File: src/rtl/stage_sequencer.sv
// Four-stage instruction sequencer (FETCH/DECODE/EXECUTE/WRITEBACK) owning IR, PC and the memory request.
// Define STAGE_SEQUENCER_TIMEOUT_EN to enable the MEM_ACK stall timeout and MEM_ERR reporting.
module stage_sequencer #(
    parameter logic [15:0] RESET_PC       = 16'h3000,
    parameter int unsigned TIMEOUT_CYCLES = 255
) (
    input  logic        CLK,
    input  logic        RST,
    input  logic        IR_LE,
    input  logic        PC_LE,
    input  logic        PC_CONTROL,
    input  logic [15:0] ALU_Y,
    input  logic [15:0] MAR,
    input  logic [15:0] MEM_RDATA,
    input  logic        MEM_ACK,
    output logic [1:0]  STAGE,
    output logic [15:0] IR,
    output logic [15:0] PC,
    output logic        MEM_REQ,
    output logic [15:0] MEM_ADDR,
    output logic        HALTED,
    output logic        MEM_ERR
);

    typedef enum logic [1:0] {
        DECODE    = 2'b00,
        EXECUTE   = 2'b01,
        WRITEBACK = 2'b10,
        FETCH     = 2'b11
    } stage_t;

    if (TIMEOUT_CYCLES < 1) begin : g_param_check
        $error("stage_sequencer: TIMEOUT_CYCLES must be at least 1");
    end

    stage_t stage, next_stage;
    logic   halted;
    logic   wb_mem;
    logic   ir_load;
    logic   pc_load;
    logic   halt_now;
    logic   timeout_hit;

    always_comb begin
        next_stage = stage;
        MEM_REQ    = 1'b0;
        MEM_ADDR   = PC;
        ir_load    = 1'b0;
        pc_load    = 1'b0;
        halt_now   = 1'b0;
        wb_mem     = (IR[15:12] == 4'b0110) || (IR[15:12] == 4'b0111);
        if (!halted) begin
            unique case (stage)
                FETCH: begin
                    MEM_REQ = 1'b1;
                    if (MEM_ACK) begin
                        ir_load    = IR_LE;
                        next_stage = DECODE;
                    end
                end
                DECODE: next_stage = EXECUTE;
                EXECUTE: begin
                    pc_load    = PC_LE;
                    next_stage = WRITEBACK;
                end
                WRITEBACK: begin
                    // Only LDR/STR touch memory here; everything else retires in one cycle.
                    if (wb_mem) begin
                        MEM_REQ  = 1'b1;
                        MEM_ADDR = MAR;
                    end
                    if (!wb_mem || MEM_ACK) begin
                        next_stage = FETCH;
                        halt_now   = (IR == 16'hF025);
                    end
                end
            endcase
        end
    end

    always_ff @(posedge CLK) begin
        if (RST) begin
            stage  <= FETCH;
            IR     <= '0;
            PC     <= RESET_PC;
            halted <= 1'b0;
        end else if (timeout_hit) begin
            stage  <= FETCH;
            halted <= 1'b1;
        end else begin
            stage <= next_stage;
            if (ir_load) IR <= MEM_RDATA;
            if (pc_load) PC <= PC_CONTROL ? ALU_Y : PC + 16'd1;
            if (halt_now) halted <= 1'b1;
        end
    end

`ifdef STAGE_SEQUENCER_TIMEOUT_EN
    localparam int unsigned CW = $clog2(TIMEOUT_CYCLES + 1);

    logic [CW-1:0] wait_cnt;
    logic          mem_err;

    // Fires on the stalled edge that would make the count reach TIMEOUT_CYCLES.
    assign timeout_hit = MEM_REQ && !MEM_ACK && (wait_cnt == CW'(TIMEOUT_CYCLES - 1));

    always_ff @(posedge CLK) begin
        if (RST) begin
            wait_cnt <= '0;
            mem_err  <= 1'b0;
        end else if (timeout_hit) begin
            wait_cnt <= '0;
            mem_err  <= 1'b1;
        end else if (MEM_REQ && !MEM_ACK) begin
            wait_cnt <= wait_cnt + CW'(1);
        end else begin
            wait_cnt <= '0;
        end
    end

    assign MEM_ERR = mem_err;
`else
    assign timeout_hit = 1'b0;
    assign MEM_ERR     = 1'b0;
`endif

    assign STAGE  = stage;
    assign HALTED = halted;

endmodule

File: config.mk
export PLATFORM = sky130hd
export DESIGN_NAME = stage_sequencer
export DESIGN_NICKNAME = d
export VERILOG_FILES = /design/src/rtl/stage_sequencer.sv
export SDC_FILE = /design/constraint.sdc
export NUM_CORES = 1
export LEC_CHECK = 0
export CAP_MARGIN = 25
export CELL_PAD_IN_SITES_DETAIL_PLACEMENT = 1
export CELL_PAD_IN_SITES_GLOBAL_PLACEMENT = 1
export CORE_ASPECT_RATIO = 1.25
export CORE_MARGIN = 4
export CORE_UTILIZATION = 27
export CTS_CLUSTER_DIAMETER = 60
export DETAILED_ROUTE_END_ITERATION = 12
export PLACE_DENSITY_LB_ADDON = 0.1
export SLEW_MARGIN = 10
export SYNTH_ARGS = -nofsm -noshare
export SYNTH_HDL_FRONTEND = slang
export SYNTH_SLANG_ARGS = --single-unit
File: constraint.sdc
create_clock -name CLK -period 2.55 [get_ports CLK]
set_input_delay 0.765 -clock CLK [delete_from_list [all_inputs] [get_ports CLK]]
set_output_delay 0.765 -clock CLK [all_outputs]
set_load 0.02 [all_outputs]
---- Word-level counts from Yosys, hierarchy flattened ----
Cells that the tools add are included.
cells by class
  add/sub/neg operators ................... 1
  equal/unequal tests ..................... 8
  mux-type cells .......................... 18
  reduce and logical (&&, ||, !) cells .... 5
  bitwise gates (word level) .............. 1
operators by type and width
  operator                                                         number
  16-bit two-way mux                                               4
  16-bit by 1-bit adder with 16-bit output, second input constant  1
  16-bit == test, second input constant                            1
  1-bit two-way mux                                                10
  4-bit by 3-bit == test with 1-bit output, second input constant  2
  2-bit one-hot mux with 4 select lines                            1
  2-bit == test, second input constant                             2
  2-bit two-way mux                                                2
  2-bit != test, second input constant                             2
  3-bit AND reduction                                              1
  2-bit by 1-bit == test with 1-bit output, second input constant  1
  2-bit logical NOT                                                1
  1-bit logical OR                                                 2
  1-bit one-hot mux with 2 select lines                            1
  1-bit logical NOT                                                1
  1-bit inverter                                                   1
storage, ports and cells
  register bits after elaboration ......... 35
  output and inout port bits .............. 53

---- Depth between registers and ports, before layout ----
Gate-level depths: netlist of run 1.
  depth after elaboration ................. 7
  mapped depth ............................ 7

---- Least setup slack after synthesis of run 1 ----
Ideal clock, no wire load.
  kind .................................... register to output
  from .................................... reg stage[1] (netlist: STAGE[1])
  to ...................................... out MEM_ADDR[11]
  path buffers ............................ 1
  stages on the path, launching flop included .. 6
  setup slack ............................. 0.055 ns
  arrival time ............................ 1.730 ns
  path through ............................ dfxtp_1 > ha_1 > nand4b_1 > nor2_2 > buf_4 > mux2_2
between the ends
  longest elaborated chain between the ends .. 3
ends and longest elaborated chain
  item                    RTL line  source
  start, declared         36        stage_t stage, next_stage;
  start signal, assigned  91        stage <= next_stage;
  2-bit == test           53        unique case (stage)
  16-bit two-way mux      53
  16-bit two-way mux      52        if (!halted) begin
  end, declared           20        output logic [15:0] MEM_ADDR,
No other way between the ends.

---- Worst setup path after layout of run 1 ----
  from .................................... reg stage[0] (netlist: STAGE[0])
  to ...................................... out MEM_ADDR[12]
Same word-level chain as after synthesis.

==> metrics.md, run 1 <==
| Metric | Value |
|---|---|
| Outcome | `complete, but fails checks` |
| Failing checks | `setup timing` |
| Skew-Pair Late Insertion Delay | `a little under 0.3 ns` |
| Clock Skews | `0.00466 ns` |
| Setup TNS | `-1.23 ns` |
| # port buffers | `approximately 110` |
| Syn_nets | `approximately 310` |
| MaxCap Viol Count | `0` |
| Top cells by area, synth | `dfxtp_1, nand2_1, mux2_2, a21oi_1, ha_1` |
| CTS tree | `built` |
| PD cells | `approximately 560 nW/um2` |
| Total die area | `~9000 um2` |
| Final ANT Viol Nets | `0` |
| Core area | `7100 um2` |
| Worst Path Required | `about 1.8 ns` |
| Worst Path Class, Setup | `reg -> out` |
| Synth Instances | `247` |
| Fmax | `about 380 MHz` |
| DR pass1 iterations | `4` |
| Worst-path clk slew | `about 0.070 ns` |
| Synth top area share | `a little over a third` |
| Routability Congestion | `between 0.7 and 0.8` |
| Static leakage | `between 1 and 1.5 nW` |
| Post-synth ARST share | `0%` |
| Vias per std cell | `4.99` |
| Clk buf depth | `2` |
| Clock tree root buffer cell | `clkbuf_8` |
| Pins Over Slew Limit | `0` |
| CP max-delay cell | `dfxtp_2` |
| H-tree Lvls | `2` |
| Min Clock Period, post-route | `around 2.6 ns` |
| Final total power | `1.98 mW` |
| Largest net degree at the start of global routing | `24` |
| HPWL Detailed | `~5700 um` |
| Final period utilization | `104%` |
| Die X | `85.0 um` |
| Rows | `34` |
| Yosys reg bits | `35` |
| CP arrival | `around 1.9 ns` |
| Cell Chain, Critical Path | `inv_2, ha_4, nand4b_1, nor2_4, buf_4, buf_12, mux2_4, buf_6` |
| Post-route cell area | `~3500 um2` |
| Register area share after synthesis | `roughly a third` |
| Synth area leader | `dfxtp_1` |
| Max incr delay on CP | `between 0.3 and 0.4 ns` |
| Nets@finish | `430` |
| EDFF count, synth | `0` |
| Total Routing Usage GR | `17.1%` |
| Layout cell share with drive strength beyond 1 | `between 20% and 30%` |
| CP bufs+invs | `4` |
| Worst Path Max Fanout | `8` |
| Placed Area | `3260 um2` |
| Hold Fails Final Rpt | `0` |
| Total clock sinks | `35` |
| Mapped Area | `~2000 um2` |
| YS warnings | `0` |
| Grt ovf | `0` |
| Max VDD drop | `between 0.0002 and 0.0003 V` |
| Height of the die | `between 100 and 150 um` |
| P&R area growth vs syn | `75.7%` |
| Ys flop type | `dfxtp_1` |
| DRT Wirelength | `around 7500 um` |
| RSZ-0062 raised after global routing | `true` |
| Diode count | `0` |
| Wire per inst | `approximately 16 um` |
| Critical path's top delay family | `buffers and inverters` |
| Vias in the first global route | `2431` |
| Hold_buf cts | `0` |
| Critical Path Sink Type | `output port` |
| Setup-violating endpoint count in the final report | `15` |
| Clock buffer count from CTS | `5` |
| Most frequent cells in the layout | `clkdlybuf4s50_1, nand2_1, dfxtp_1, buf_4, a21oi_1` |
| First-pass GRT wire length | `12400 um` |
| Final worst slack | `-0.0970 ns` |
| Drc violations | `0` |
| Initial Util | `28.1%` |
| Boundary pin count | `about 110` |
| HP Class | `reg -> reg` |
| Initial antenna violation count | `0` |
| Critical Path Start Type | `flop` |
| Yosys cell types | `46` |
| Routed vias | `between 2000 and 2500` |
| First-iteration detailed-routing DRC count | `40` |
| Syn Area/Cell | `8.09 um2` |
| Most common cell after layout, fill and taps aside | `clkdlybuf4s50_1` |
[final timing paths]
path         slack [ns]      endpoint  depth (start not counted)     start
min reg2reg        0.47        IR[11]                          2    IR[11]
max                -0.1  MEM_ADDR[12]                          8  STAGE[0]
max reg2reg        0.63        PC[14]                          5     PC[0]
min                0.47        IR[11]                          2    IR[11]
[per-layer routing]
layer | wire length [um] | global-route usage, % | share of wire, % | vias up
met4 | 103 | 4.41 | 1.4 | 0
met5 | 0 | 0 | 0 | -
met1 | 3010 | 19.5 | 40 | 1078
met3 | 478 | 4.75 | 6.3 | 8
li1 | - | - | - | 1148
met2 | 3940 | 30.7 | 52 | 70
[what timing repair did]
action	CTS	global route
pin swaps	2	1
setup endpoints to repair	17	16
cloned	1	0
gates resized for setup	111	10
setup buffers	4	2
[kinds of logic (layout without fill, tap and decap cells)]
group,Yosys count,in the layout,share of synthesized area (%)
AO/OA/AOI/OAI,56,56,19.0
adder cells (fa/ha/maj),5,5,3.13
other,1,1,0.188
buffers and inverters,21,146,4.63
AND/OR/NAND/NOR,110,110,27.6
multiplexers,19,19,10.5
flip-flops,35,35,35.0
[synthesized netlist by cell type (all sizes together), types with 6 or more instances]
cell    count
a21oi      21
a31oi       8
buf         9
clkbuf      6
dfxtp      35
inv         6
mux2       15
nand2      47
nand3      10
nand4       6
nor2       14
nor3        9
o21ai       6
[tightest hold or removal path, cell delays in order, from the launching register on]
cell and delay (ns):
dfxtp_1 0.32, nand2_1 0.05, a21oi_1 0.05
[where the power goes]
part	internal, mW	switching [mW]
combinational	0.454	0.422
clock	0.187	0.215
sequential	0.617	0.0799
[area by class of cell]
type | instances | area (um2)
sequential | 35 | 703
clock buffer | 5 | 68.8
clock inverter | 3 | 15.0
multi-input combinational | 191 | 1280
timing repair buffer | 132 | 1310
tap | 90 | 113
inverter | 6 | 22.5
fill | 834 | 3590
[per-stage QoR]
stage               instances  setup WS [ns]  hold WS [ns]  util [%]
floorplan                 247         0.0549         0.542         -
CTS                       461         -0.203         0.471      49.1
global placement          448         -0.184         0.457      45.9
finish                    462        -0.0970         0.467      49.4
detailed placement        448         -0.223         0.464      45.9
global route              462         -0.170         0.513      49.4
[sequential cells by signal, summed over array words and instances, names as in the netlist]
| register | cells |
|---|---|
| IR | 16 |
| PC | 16 |
| STAGE | 2 |
| HALTED | 1 |
Power figures use the tool's default switching activity.
==> run 2: changes to the inputs <==
- SKIP_LAST_GASP: default -> 1
==> results of run 2 <==
No change in the layout: final DEF, timing and power equal those of run 1.
==> run 3: changes to the inputs <==
- CAP_MARGIN: 25 -> 20
==> results of run 3 <==
No change in the layout: final DEF, timing and power equal those of run 1.
